## config.mk

```make
export PLATFORM = sky130hd
export DESIGN_NAME = pipe_hazard_ctrl
export DESIGN_NICKNAME = d
export VERILOG_FILES = /design/src/rtl/pipe_hazard_ctrl.sv
export SDC_FILE = /design/constraint.sdc
export NUM_CORES = 1
export LEC_CHECK = 0
export BUFFER_PORTS_ARGS = -buffer_cell sky130_fd_sc_hd__buf_2
export CAP_MARGIN = 25
export CORE_MARGIN = 3
export CORE_UTILIZATION = 25
export DETAILED_ROUTE_END_ITERATION = 6
export PLACE_DENSITY_LB_ADDON = 0.12
export SLEW_MARGIN = 30
export SYNTH_ARGS = -nofsm -noshare
export SYNTH_HDL_FRONTEND = slang
export SYNTH_SLANG_ARGS = --single-unit
```

## constraint.sdc

```tcl
create_clock -name clk -period 2.8 [get_ports clk]
set_clock_uncertainty 0.15 [all_clocks]
set_input_delay 0.42 -clock clk [delete_from_list [all_inputs] [get_ports clk]]
set_output_delay 0.42 -clock clk [all_outputs]
set_load 0.01 [all_outputs]
```

## src/rtl/pipe_hazard_ctrl.sv

```systemverilog
// rtl/pipe_hazard_ctrl.sv - stall/flush sequencer for the 5-stage pipeline
module pipe_hazard_ctrl #(
  parameter bit          FORWARD = 1'b1,
  parameter int unsigned MUL_LAT = 4,
  parameter int unsigned DIV_LAT = 32
) (
  input  logic        clk,
  input  logic        rst,
  input  logic [4:0]  ID_rs,
  input  logic [4:0]  ID_rt,
  input  logic        ID_rs_used,
  input  logic        ID_rt_used,
  input  logic        ID_is_muldiv,
  input  logic        ID_is_div,
  input  logic        ID_uses_hilo,
  input  logic        EX_RF_W_ena,
  input  logic [4:0]  EX_RF_waddr,
  input  logic        EX_is_load,
  input  logic        MEM_RF_W_ena,
  input  logic [4:0]  MEM_RF_waddr,
  input  logic        EX_branch_taken,
  input  logic        MEM_dmem_wait,
  output logic        PC_ena,
  output logic        IF_ID_ena,
  output logic        ID_EX_ena,
  output logic        EX_MEM_ena,
  output logic        MEM_WB_ena,
  output logic        IF_ID_flush,
  output logic        ID_EX_flush,
  output logic        md_start,
  output logic        md_busy,
  output logic [31:0] stall_cycles
);

  typedef enum logic {IDLE, BUSY} md_state_t;

  // Counter reload is latency-1 so BUSY lasts exactly LAT cycles.
  localparam logic [7:0] MUL_LOAD = 8'(MUL_LAT - 1);
  localparam logic [7:0] DIV_LOAD = 8'(DIV_LAT - 1);

  md_state_t  state, state_nxt;
  logic [7:0] md_cnt, md_cnt_nxt;
  logic       hit_ex, hit_mem, raw, md_haz, stall, stall_sel;

  assign md_busy = (state == BUSY);

  // Register-file dependency checks against the EX and MEM destinations; $0 never hazards.
  always_comb begin
    hit_ex  = EX_RF_W_ena && (EX_RF_waddr != 5'd0) &&
              ((ID_rs_used && (ID_rs == EX_RF_waddr)) ||
               (ID_rt_used && (ID_rt == EX_RF_waddr)));
    hit_mem = MEM_RF_W_ena && (MEM_RF_waddr != 5'd0) &&
              ((ID_rs_used && (ID_rs == MEM_RF_waddr)) ||
               (ID_rt_used && (ID_rt == MEM_RF_waddr)));
    raw     = FORWARD ? (hit_ex && EX_is_load) : (hit_ex || hit_mem);
    md_haz  = md_busy && (ID_is_muldiv || ID_uses_hilo);
    stall   = raw || md_haz;
  end

  // Pipe-register control: memory wait freezes everything, a taken branch beats a stall.
  always_comb begin
    PC_ena      = 1'b0;
    IF_ID_ena   = 1'b0;
    ID_EX_ena   = 1'b0;
    EX_MEM_ena  = 1'b0;
    MEM_WB_ena  = 1'b0;
    IF_ID_flush = 1'b0;
    ID_EX_flush = 1'b0;
    md_start    = 1'b0;
    stall_sel   = 1'b0;
    if (!rst && !MEM_dmem_wait) begin
      ID_EX_ena  = 1'b1;
      EX_MEM_ena = 1'b1;
      MEM_WB_ena = 1'b1;
      if (EX_branch_taken) begin
        PC_ena      = 1'b1;
        IF_ID_ena   = 1'b1;
        IF_ID_flush = 1'b1;
        ID_EX_flush = 1'b1;
      end else if (stall) begin
        ID_EX_flush = 1'b1;
        stall_sel   = 1'b1;
      end else begin
        PC_ena    = 1'b1;
        IF_ID_ena = 1'b1;
        md_start  = ID_is_muldiv;
      end
    end
  end

  // Saturating count of cycles the front end was held by a hazard.
  always_ff @(posedge clk or posedge rst) begin
    if (rst) begin
      stall_cycles <= 32'd0;
    end else if (stall_sel && (stall_cycles != 32'hFFFF_FFFF)) begin
      stall_cycles <= stall_cycles + 32'd1;
    end
  end

  // MULT/DIV occupancy state and countdown register.
  always_ff @(posedge clk or posedge rst) begin
    if (rst) begin
      state  <= IDLE;
      md_cnt <= 8'd0;
    end else begin
      state  <= state_nxt;
      md_cnt <= md_cnt_nxt;
    end
  end

  // MULT/DIV next state; keeps counting through memory waits.
  always_comb begin
    state_nxt  = state;
    md_cnt_nxt = md_cnt;
    case (state)
      IDLE: begin
        if (md_start) begin
          state_nxt  = BUSY;
          md_cnt_nxt = ID_is_div ? DIV_LOAD : MUL_LOAD;
        end
      end
      BUSY: begin
        if (md_cnt == 8'd0) begin
          state_nxt = IDLE;
        end else begin
          md_cnt_nxt = md_cnt - 8'd1;
        end
      end
      default: begin
        state_nxt  = IDLE;
        md_cnt_nxt = 8'd0;
      end
    endcase
  end

endmodule

```

; Yosys cells after proc, flatten, opt, wreduce, memory -nomap -nowiden
; Cells that the tools add are included.
[totals]
output_inout_bits = 41
latchBits = 0
ff_bits = 41
memories = 0
mem_bits_rw = 0
inputBits = 32
mem_bits_ro = 0
word_cells = 48
[op_classes]
n_div = 0
addsub = 2
n_bitwise = 1
shifts = 0
n_reduce_logical = 16
muxes = 21
eq_ne = 5
magnitude_cmp = 0
n_mul = 0
[op_table]
columns = operator, n
row1 = $add A32 B1 Y32 const B, 1
row2 = $ne A32 B32 Y1 const B, 1
row3 = $mux W1, 16
row4 = $mux W8, 2
row5 = $pmux W8 S2, 1
row6 = $eq A5 B5 Y1, 2
row7 = $logic_and A1 B1 Y1, 8
row8 = $logic_not A8 Y1, 1
row9 = $sub A8 B1 Y8 const B, 1
row10 = $mux W5, 1
row11 = $reduce_bool A5 Y1, 1
row12 = $ne A2 B2 Y1 const B, 2
row13 = $logic_or A1 B1 Y1, 3
row14 = $logic_not A1 Y1, 2
row15 = $pmux W1 S2, 1
row16 = $reduce_and A2 Y1, 1
row17 = $not A1 Y1, 1

; Longest topological paths before layout
[logic_depth]
word_depth = 11
ltp_mapped = 8
depth_no_buf = 7

; Least setup slack after synthesis
; Ideal clock, no wire load.
[synth_path]
path_type = reg-to-reg
from = reg stall_cycles[0]
to = reg stall_cycles[1]
period_less_slack_ps = 2525
path_stages_with_launch = 8
path_slack_ps = 275
arrival_time_ps = 2248
required_time_ps = 2522
setup_ps = 128
path_buffers = 1
cell_sequence = dfrtp_1 -> ha_1 -> nand4_1 -> or4_1 -> or4_4 -> nand3_4 -> buf_6 -> mux2_1
[synth_via]
elab_chain_len = 2
elab_cells_between_ends = 3
cone_classes = 1 x add/sub / 1 x eq/ne / 1 x reduce/logical
[synth_lines]
columns = element, line_no
row1 = start: declaration, 32  ; output logic [31:0] stall_cycles
row2 = start signal: assignment, 96  ; stall_cycles <= stall_cycles + 32'd1;
row3 = branches (longest 2 deep; another with $add A32 B1 Y32), -
; Several ways; the timed one is not identified.
; A chain may end at the register's enable or synchronous reset.

; Worst setup path in the final report
[layout_path]
from = reg stall_cycles[0]
to = reg stall_cycles[8]
; The elaborated chain is that of the path after synthesis.

==> impl.org <==
** Synth
- Leading register cell type out of synthesis :: sky130_fd_sc_hd__dfrtp_1
- Post-synthesis share of cell area spent on and, or, nand and nor gates :: 0.236
- For this run, the register share of the synthesized area comes to 0.449.
- Top post-synthesis cells by area :: sky130_fd_sc_hd__dfrtp_1 45%, sky130_fd_sc_hd__xor2_1 8.4%, sky130_fd_sc_hd__xnor2_1 8.1%, sky130_fd_sc_hd__nand2_1 3.1%, sky130_fd_sc_hd__nor4_1 3.0%
- Warnings, synthesis :: 0
- Cell type with the highest aggregate area in the netlist :: sky130_fd_sc_hd__dfrtp_1
- Post-synth net total :: 261
- Of the post-synthesis cell area, the part taken by muxes is 0.00493.
- In this run, synthesis inferred 0 flip-flops with an integrated enable.
- Main combinational cell family by area after synthesis :: simple AND/OR/NAND/NOR gates
- The synthesized design contains 41 register bits.
- Area share of the leading cell type in the synthesized netlist :: 0.449
- Dividing the synthesized area by the synthesized cell count gives 10.1 sq um.
- Adder-Cell Fraction of Synth Area :: 0.0110
- Synthesized-area fraction occupied by ao, oa, aoi and oai cells :: 0.0844
- The synthesized netlist occupies a cell area of 2280 sq um.
- For this run, asynchronously set or reset flops after synthesis account for 1.00.
- Xor/xnor cell area share of the yosys netlist :: 0.165
- In the synthesized netlist, the number of instances is 227.
- The synthesized netlist contains 45 unique library cells.

** Power and ir drop
- Maximum vdd drop :: 185 uV
- The analysis attributes to net switching a power of 0.000467 W.
- Of the total power, registers draw 0.475.
- Switching share of power :: 0.293
- Leakage power figure :: 1.44 nW
- The share of total power dissipated in combinational logic is 0.233.
- Of the total power, the clock network draws 0.292.
- Internal power :: 0.00113 W
- Power spread over the standard cell area amounts to 552 nW/um^2.

** Setup path
- The endpoint identified for the worst register-to-register timing path is stall_cycles[8].
- R2r startpoint :: stall_cycles[0]
- Depth of the worst register-to-register path :: 8
- The critical path goes through ha_1, nand4_1, or4_1, or4_4, nand3_4, buf_12, nor4_1, xor2_1.
- Count of buffer and inverter cells on the critical path :: 1
- In this run the worst path has a maximum fanout of 16.
- On the critical path the largest part of the delay comes from simple AND/OR/NAND/NOR gates.
- Arrival time reported for the critical path endpoint :: 2520 ps
- The worst setup path is captured at a flop.
- The worst setup path is of the flop to flop kind.
- Data required time at the worst endpoint :: 2810 ps
- For flop-to-flop paths, the worst setup slack is 290 ps.
- Biggest cell delay along the critical path :: 530 ps
- Worst setup SP type :: flop
- For this design, the slowest cell found on the critical path is sky130_fd_sc_hd__or4_4.

** Run
- Max-cap violations in this run came to 0.

** Clock tree
- CTS HTree Levels :: 2
- No sink is reached through more buffers than the 2 on the longest clock path.
- Clock-pin slew was measured on the worst setup and hold paths at 80 ps.
- Post-CTS Setup Repair Bufs :: 0
- The number of clock buffers added by TritonCTS is 5.
- For the worst-skew pair, the clock arrives at the later sink with an insertion delay of 290 ps.
- The root buffer cell chosen for the clock tree is sky130_fd_sc_hd__clkbuf_8.
- TritonCTS built the clock tree.
- Gates resized during post-CTS repair numbered 0.
- Clock net sink count :: 41
- Quantity of hold-fixing buffers added after cts :: 0

** Layout
- The layout has 921 filler cells.
- In the final layout, the share of cells above drive strength 1 is 0.302.
- Area added between synthesis and finish :: 26.4%
- Area of all placed cells without fillers :: 2890 sq um
- Leaving out filler cells and counting taps, the final layout contains 409.
- Final #Nets :: 335
- The number of antenna diodes in the final layout is 0.

** Route
- Total Routed Length :: 5490 um
- Via total after detailed routing :: 1853
- Using the TritonRoute via totals, the vias-per-cell ratio works out to 4.53.
- Detailed route wirelength on metal3 :: 190 um
- The count of nets left with antenna violations once routing finished came out at 0.
- Wire length on met2 :: 2550 um
- Drt initial violations :: 39
- WL per Instance :: 13.4 um
- The highest layer touched by signal routing is met4.
- Iteration count of the initial detailed-routing pass :: 4
- Residual DRC :: 0
- Metal-1 WL :: 2700 um

** Place
- Dpl cell area :: 2780 sq um
- Input/output buffers :: 66
- Timing analysis after detailed placement gives a worst setup slack of 283 ps.
- DP Wirelength :: 4140 um
- Cell total after placement :: 402
- GP Congestion :: 0.691

** STA
- For the final routed database, the setup TNS stands at 0 ps.
- Final WS setup :: 292 ps
- Highest attainable clock frequency :: 399 MHz
- Hold timing on the final database bottoms out at a slack of 128 ps.
- The number of hold-slack violations in the final timing report is 0.
- Pins over their slew limit :: 0
- Post-layout min period :: 2510 ps
- Headroom to the max-slew limit came out at 0.643.
- Setup violations remaining at the end of the flow were counted as 0.
- Unrepaired setup endpoints after global routing :: no
- Of the available clock period, the critical path in the final layout requires 0.896.
- At the pin with the least slew margin, the transition time is 536 ps.

** Floorplanning
- The region available for standard cell placement spans 8810 sq um.
- The initial utilization of the core area, before any placement, comes to 0.259.
- The die covers 10300 sq um.
- Number of top-level design ports :: 73
- Die outline width :: 102 um
- The die is 102 um tall.
- Row generation in the floorplan step produced 34 rows.

** Run status
- The flow ran to the end, and the final reports show no timing, DRC or antenna violations.

** Global routing
- For this run the aggregate overflow at the end of global routing stands at 0.
- Across every metal layer, demand over resource in global routing totals 0.115.
- Entering global routing, the biggest net connects 42 pins.
- The via count of the first global-routing pass was 1912.
- The first global-routing pass estimated 9380 um of wire.
- Initial antenna violation count :: 0

** Worst hold path
- Class of the most critical hold timing path :: input pin to async pin
## state kept, by name, summed over array words and instances, names as in the netlist
signal	count
md_busy	1
md_cnt	8
stall_cycles	32
## synthesized netlist by cell type, types with 2 or more instances
master / number
sky130_fd_sc_hd__ha_1: 2
sky130_fd_sc_hd__xor2_1: 22
sky130_fd_sc_hd__o31ai_1: 2
sky130_fd_sc_hd__buf_6: 3
sky130_fd_sc_hd__buf_4: 3
sky130_fd_sc_hd__nand4_1: 9
sky130_fd_sc_hd__clkbuf_1: 3
sky130_fd_sc_hd__inv_1: 12
sky130_fd_sc_hd__xnor2_1: 21
sky130_fd_sc_hd__a22oi_1: 2
sky130_fd_sc_hd__or2_2: 2
sky130_fd_sc_hd__nor4_1: 11
sky130_fd_sc_hd__or4_1: 2
sky130_fd_sc_hd__dfrtp_1: 41
sky130_fd_sc_hd__a21boi_0: 3
sky130_fd_sc_hd__and3_1: 2
sky130_fd_sc_hd__nor3_1: 10
sky130_fd_sc_hd__nand3_1: 9
sky130_fd_sc_hd__nand2b_1: 2
sky130_fd_sc_hd__o2bb2a_1: 2
sky130_fd_sc_hd__o21ai_0: 6
sky130_fd_sc_hd__nor2_1: 10
sky130_fd_sc_hd__and4_1: 4
sky130_fd_sc_hd__nand2_1: 19
sky130_fd_sc_hd__or3_1: 5
## logic make-up (layout without fill, tap and decap cells)
kind of cell    Yosys count  in the layout
compound gates           25             25
fa+ha+maj                 2              2
buf+inv                  21             95
flops                    41             41
xor+xnor                 43             43
simple gates             94             94
mux                       1              1
## worst reg2reg max path, stage by stage (launching register included)
cell and delay, ps:
sky130_fd_sc_hd__dfrtp_1 360, sky130_fd_sc_hd__ha_1 200, sky130_fd_sc_hd__nand4_1 160, sky130_fd_sc_hd__or4_1 480, sky130_fd_sc_hd__or4_4 530, sky130_fd_sc_hd__nand3_4 140
sky130_fd_sc_hd__buf_12 150, sky130_fd_sc_hd__nor4_1 70, sky130_fd_sc_hd__xor2_1 140
## stage by stage
stage	power, W	utilization
after global placement	0.00114	0.316
final	0.00159	0.328
after global routing	0.00172	0.328
after detailed placement	0.00115	0.316
after CTS	0.00163	0.328
after floorplan	0.000996	-
## placed cells by master, fill, tap and decap left out, drive strengths merged, types with 2 or more instances in the layout
cell type,count
buf,76
dfrtp,41
xor2,22
xnor2,21
nand2,19
inv,12
nor4,12
nor2,10
nor3,10
nand3,10
nand4,9
o21ai,6
or3,5
clkbuf,5
and4,4
a21boi,3
or4,3
o31ai,2
or2,2
a22oi,2
o2bb2a,2
nand2b,2
and3,2
ha,2
## layout make-up
type	count	area, sq um	share of cell area
sequential	41	1030	0.356
timing repair buffer	76	430	0.149
inverter	12	45.0	0.0156
multi-input combinational	165	1140	0.397
tap	108	135	0.0468
clock buffer	5	68.8	0.0239
clock inverter	2	35.0	0.0121
## power by group through the flow
| stage | Sequential [W] | Combinational, W | Clock, W |
|---|---|---|---|
| floorplan | 0.000778 | 0.000218 | 0 |
| CTS | 0.000758 | 0.000378 | 0.000489 |
| finish | 0.000757 | 0.000371 | 0.000465 |
| global placement | 0.000769 | 0.000369 | 0 |
| detailed placement | 0.000770 | 0.000376 | 0 |
| global route | 0.000773 | 0.000425 | 0.000524 |
## how the worst max path moves through the flow
stage | from | to | slack [ps] | depth (start not counted)
3_3_place_gp | stall_cycles[0] | stall_cycles[17] | 270 | 8
5_1_grt | stall_cycles[1] | stall_cycles[8] | 140 | 8
4_1_cts | stall_cycles[0] | stall_cycles[8] | 250 | 8
6_report | stall_cycles[0] | stall_cycles[8] | 290 | 8
2_1_floorplan | stall_cycles[0] | stall_cycles[1] | 270 | 7
3_5_place_dp | stall_cycles[0] | stall_cycles[8] | 280 | 8
## per-layer routing
layer  vias up  global-route usage
li1        958                   -
met1       857               0.154
met2        33               0.181
met3         5              0.0351
met4         0              0.0276
met5         -                   0
No activity file was read; power rests on OpenSTA's default activity.
